## config.mk

```make
export PLATFORM = sky130hd
export DESIGN_NAME = interrupt_service_sequencer
export DESIGN_NICKNAME = d
export VERILOG_FILES = /design/src/rtl/isr_pkg.sv /design/src/rtl/interrupt_service_sequencer.sv
export SDC_FILE = /design/constraint.sdc
export NUM_CORES = 1
export LEC_CHECK = 0
export CAP_MARGIN = 20
export CORE_MARGIN = 4
export CORE_UTILIZATION = 37
export CTS_BUF_LIST = sky130_fd_sc_hd__clkbuf_4 sky130_fd_sc_hd__clkbuf_8
export DETAILED_ROUTE_END_ITERATION = 8
export GPL_TIMING_DRIVEN = 0
export HOLD_SLACK_MARGIN = 0.03
export PLACE_DENSITY = 0.69
export REMOVE_ABC_BUFFERS = 1
export SYNTH_ARGS = -nofsm -noshare
export SYNTH_HDL_FRONTEND = slang
export SYNTH_SLANG_ARGS = --single-unit
```

## constraint.sdc

```tcl
create_clock -name clock -period 2.77 [get_ports clock]
set_input_delay 0.554 -clock clock [delete_from_list [all_inputs] [get_ports clock]]
set_output_delay 0.554 -clock clock [all_outputs]
set_load 0.05 [all_outputs]
```

## src/rtl/isr_pkg.sv

```systemverilog
// Shared definitions for the interrupt service sequencer: FSM state encoding
// and the fixed post-clear settle length.
package isr_pkg;

    typedef enum logic [2:0] {
        IDLE     = 3'd0,
        DISPATCH = 3'd1,
        SERVICE  = 3'd2,
        CLEAR    = 3'd3,
        SETTLE   = 3'd4
    } isr_state_t;

    localparam int SETTLE_CYCLES = 2;

endpackage

```

## src/rtl/interrupt_service_sequencer.sv

```systemverilog
// Sequences one interrupt at a time: dispatch vector, wait for handler, clear, settle.
// Optional SERVICE watchdog enabled with `define ISR_TIMEOUT_EN.
module interrupt_service_sequencer
    import isr_pkg::*;
#(
    parameter int NUM_INTERRUPTS = 8,
    parameter int TIMEOUT_CYCLES = 255
) (
    input  logic                      clock,
    input  logic                      reset_n,
    input  logic                      service_enable,
    input  logic                      interrupt_request,
    input  logic [NUM_INTERRUPTS-1:0] interrupt_pending,
    input  logic [2:0]                highest_priority_int,
    output logic                      vector_valid,
    output logic [2:0]                vector_id,
    input  logic                      vector_ready,
    input  logic                      handler_done,
    output logic [NUM_INTERRUPTS-1:0] clear_interrupt_select,
    output logic                      service_busy,
    output logic                      timeout_error,
    output logic [15:0]               serviced_count,
    output logic [2:0]                o_dbg_state
);

    if (NUM_INTERRUPTS < 2 || NUM_INTERRUPTS > 8 ||
        TIMEOUT_CYCLES < 1 || TIMEOUT_CYCLES > 65535) begin : g_param_check
        $error("interrupt_service_sequencer: parameter out of range");
    end

    localparam logic [1:0] SETTLE_LAST = 2'(SETTLE_CYCLES - 1);

    isr_state_t  r_state;
    isr_state_t  w_next_state;
    logic [2:0]  r_vector_id;
    logic [1:0]  r_settle_cnt;
    logic [15:0] r_serviced_count;
    logic [7:0]  w_pending_ext;
    logic        w_start;
    logic        w_vec_pending;
    logic        w_timeout_hit;

    // Lines at or above NUM_INTERRUPTS read as not pending, so a stray ID never starts a service.
    assign w_pending_ext = 8'(interrupt_pending);
    assign w_start       = service_enable && interrupt_request && w_pending_ext[highest_priority_int];
    assign w_vec_pending = w_pending_ext[r_vector_id];

`ifdef ISR_TIMEOUT_EN
    localparam logic [15:0] TIMEOUT_LAST = 16'(TIMEOUT_CYCLES - 1);

    logic [15:0] r_timeout_cnt;
    logic        r_timeout_error;

    assign w_timeout_hit = (r_timeout_cnt == TIMEOUT_LAST);
    assign timeout_error = r_timeout_error;

    always_ff @(posedge clock or negedge reset_n) begin
        if (!reset_n) begin
            r_timeout_cnt   <= '0;
            r_timeout_error <= 1'b0;
        end else begin
            if (r_state == DISPATCH) begin
                r_timeout_cnt <= '0;
            end else if (r_state == SERVICE) begin
                r_timeout_cnt <= r_timeout_cnt + 16'd1;
            end
            if (r_state == SERVICE && !handler_done && w_timeout_hit) begin
                r_timeout_error <= 1'b1;
            end
        end
    end
`else
    assign w_timeout_hit = 1'b0;
    assign timeout_error = 1'b0;
`endif

    always_ff @(posedge clock or negedge reset_n) begin
        if (!reset_n) begin
            r_state <= IDLE;
        end else begin
            r_state <= w_next_state;
        end
    end

    // Handshake: vector_valid is high for the whole of DISPATCH with vector_id held;
    // the vector is taken on a cycle where vector_valid && vector_ready, and
    // vector_ready wins over a pending line dropping in that same cycle.
    always_comb begin
        w_next_state           = r_state;
        vector_valid           = 1'b0;
        service_busy           = 1'b1;
        clear_interrupt_select = '0;
        case (r_state)
            IDLE: begin
                service_busy = 1'b0;
                if (w_start) w_next_state = DISPATCH;
            end
            DISPATCH: begin
                vector_valid = 1'b1;
                if (vector_ready)        w_next_state = SERVICE;
                else if (!w_vec_pending) w_next_state = IDLE;
            end
            SERVICE: begin
                if (handler_done || w_timeout_hit) w_next_state = CLEAR;
            end
            CLEAR: begin
                clear_interrupt_select = NUM_INTERRUPTS'(1) << r_vector_id;
                w_next_state           = SETTLE;
            end
            SETTLE: begin
                if (r_settle_cnt == SETTLE_LAST) w_next_state = IDLE;
            end
            default: begin
                w_next_state = IDLE;
            end
        endcase
    end

    always_ff @(posedge clock or negedge reset_n) begin
        if (!reset_n) begin
            r_vector_id      <= '0;
            r_settle_cnt     <= '0;
            r_serviced_count <= '0;
        end else begin
            if (r_state == IDLE && w_start) begin
                r_vector_id <= highest_priority_int;
            end
            if (r_state == CLEAR) begin
                r_settle_cnt <= '0;
            end else if (r_state == SETTLE) begin
                r_settle_cnt <= r_settle_cnt + 2'd1;
            end
            if (r_state == CLEAR && r_serviced_count != 16'hFFFF) begin
                r_serviced_count <= r_serviced_count + 16'd1;
            end
        end
    end

    assign vector_id      = r_vector_id;
    assign serviced_count = r_serviced_count;
    assign o_dbg_state    = r_state;

endmodule

```

==> reports/qor.yml <==
critPathSlowestCell: "dlygate4sd2_1"
synthDistinctLibCells: 45
antenna_found_initial: 0
grt_usage_pct: 14.4
viasPerCell: 5.55
skew_ns: 0.00325
syn-instance-count: 141
die_y_um: 70.4
dp.cells: 230
crit_arrival_ns: 1.97
finalNetCount: 207
power_frac_comb_pct: 50.2
avgSynthCellArea_um2: 10.2
worstSetupPathType: "reg2out"
fp.dieW_um: 70.4
fin_crit_sh_pct: 91.3
crit_path_end_kind: "primary output"
dieArea_mm2: 0.00495
critPathMaxFanout: 10
antenna_left: 0
slew_viol_final: 0
wl_met2_um: 1740
drt-total-wl_um: 3570
slowest_delay_ns: 0.58
wl_met3_um: 255
core-area_mm2: 0.00372
clock_latency_ns: 0.26
via_count: 1304
p_leak_nw: 0.909
cts-root-buf: "clkbuf_8"
cts.htree.levels: 1
max-cap-violations: 0
area_delta_synth_final_pct: 39.7
n_fill_cell: 341
startpoint_type: "flip-flop"
worstPathRequired_ns: 2.22
dpl_cell_area_mm2: 0.00194
finalHoldViolCount: 0
drt-initial-drc-count: 94
multi_input_area_um2: 786
diodes: 0
outcome: "complete, no violations"
port_buffers: 48
synth_top_area_share_pct: 41.7
clk_pin_slew_ns: 0.08
dr.pass1.iters: 4
internal_power_w: 0.000865
numCtsBuffers: 3
grt_pass1_wl_um: 5800
rsz0062_at_grt: "false"
power.density_mw_per_mm2: 809
clkPwrFrac_pct: 14.4
cts_tree: "done"
clock_sinks: 24
max_freq_ghz: 0.395
seqCellArea_um2: 601
post_cts_buffers: 0
period_minus_slack_ns: 2.53
hpwl_um: 2760
maxSlewHeadroom_pct: 61.9
worst_pin_slew_ns: 0.569
p_sw_w: 0.000759
grt_pass1_vias: 1314
rows: 22
top_layer: "met4"
min_path_type: "reg2reg"
power_frac_seq_pct: 35.4
wl_met1_um: 1530
place.gp.congestion: 0.875
synth_warnings: 0
drive_gt1_share_pct: 5.88
ys_seq_area_share_pct: 41.7
syn_area_mm2: 0.00144
peakVddDrop_uv: 640
crit_chain: "nand3b_2 -> nor4_1 -> dlygate4sd2_1"
cts_buffer_depth: 2
post-route-drc-count: 0
grt_max_degree: 25
io_pins: 50
start_util_pct: 38.7
wl_per_cell_um: 15.2
final_cells: 235
synthTopCellsByArea: "dfrtp_1, mux4_1, xor2_1"
yosys.area.top_type: "dfrtp_1"
stdcell_area_mm2: 0.00201
grt-ovfl-total: 0
setup_viol: 0
ys_seq_elements: 24
sw_frac_of_total_pct: 46.7
layout make-up:
class / instances / area share (%)
clock buffers: 4 / 2.74
inverters: 3 / 0.560
repair buffers: 49 / 24.7
well taps: 48 / 2.99
flip-flops and latches: 24 / 29.9
multi-input cells: 107 / 39.1
what timing repair did:
action | 4_1_cts | 5_1_grt
endpoints found under the setup margin | 5 | 3
resized for setup | 5 | 3
hold buffers | 0 | 0
gates cloned | 0 | 0
cells in the final DEF (no fill, tap or decap), types with 2 or more instances in the layout:
master,count
and4_1,3
nand2_1,9
mux4_2,2
nand3_1,7
nand2b_1,5
a21oi_1,8
xnor2_1,3
dfrtp_1,24
nand4_1,6
mux4_1,2
dlygate4sd2_1,5
a31oi_1,4
clkdlybuf4s50_1,40
xor2_1,6
nor2_1,8
nor3b_1,5
inv_1,3
mux2_1,3
and3_1,5
nand4b_1,2
a221oi_1,2
dlymetal6s2s_1,3
ha_1,2
nor3_1,6
clkbuf_8,4
through the flow:
stage	hold slack, ns	setup WS, ns	utilization [%]	TNS [ns]	total power [W]
2_1_floorplan	0.258	-0.324	-	-0.340	0.00111
3_3_place_gp	0.470	0.268	52.2	0	0.00138
3_5_place_dp	0.487	0.228	52.2	0	0.00140
4_1_cts	0.504	0.00328	53.5	0	0.00164
5_1_grt	0.517	0.104	54.1	0	0.00172
6_report	0.500	0.241	54.1	0	0.00162
synth_stat cells, drive strengths merged:
library cell	instances
inv	3
nor3	7
nand3	7
nand4	6
and3b	1
and3	5
or3	1
a21oi	8
mux4	4
nand2	9
o311ai	1
and4	3
nand4b	2
o21ai	1
a41oi	1
clkbuf	1
ha	2
xor2	6
dfrtp	24
nor4	1
a211oi	1
a221oi	2
nand2b	5
nor3b	5
nor2b	1
mux2i	1
buf	6
mux2	3
and2	2
a31oi	5
xnor2	3
nor4b	1
and4b	1
nor2	8
nand3b	2
conb	1
o21a	1
worst max-delay path: cells and delay by family (launching register included):
kind,cells,cell delay [ns]
and+or+nand+nor,2,0.67
DFF,1,0.47
buffers and inverters,1,0.58
sequential cells by signal, summed over array words and instances, names as in the netlist:
name            cells
r_settle_cnt        2
o_dbg_state         3
vector_id           3
serviced_count     16
layer usage:
| metal | vias up | track usage, % |
|---|---|---|
| met1 | 626 | 17.5 |
| met2 | 52 | 24.7 |
| met4 | 0 | 5.53 |
| met3 | 4 | 3.17 |
| met5 | - | 0 |
| li1 | 622 | - |
cell families (layout without fill, tap and decap cells):
group	count (synthesis)	count (layout)	share of synthesized area (%)
xor+xnor	9	9	5.48
simple gates	67	67	28.1
buf+inv	10	56	3.65
other cells	1	1	0.261
mux	8	8	9.83
compound gates	20	20	9.22
fa+ha+maj	2	2	1.74
flops	24	24	41.7
final timing paths:
check                                   start  cells past startpoint                   endpoint  slack [ns]
max                            o_dbg_state[2]                      3  clear_interrupt_select[0]        0.24
min reg2reg                serviced_count[12]                      1         serviced_count[12]        0.50
max reg2reg                      vector_id[0]                      4             o_dbg_state[0]        0.93
min in group asynchronous             reset_n                      1         serviced_count[13]        0.65
min                        serviced_count[12]                      1         serviced_count[12]        0.50
max in group asynchronous             reset_n                      2          serviced_count[2]        1.63
power by group through the flow:
stage                     registers (W)  clock network (W)  logic, W
after floorplan                0.000773                  0  0.000332
after global placement         0.000575                  0  0.000805
after detailed placement       0.000576                  0  0.000819
after CTS                      0.000573           0.000244  0.000822
after global routing           0.000594           0.000261  0.000868
final                          0.000575           0.000234  0.000816
No activity file was read; power rests on OpenSTA's default activity.
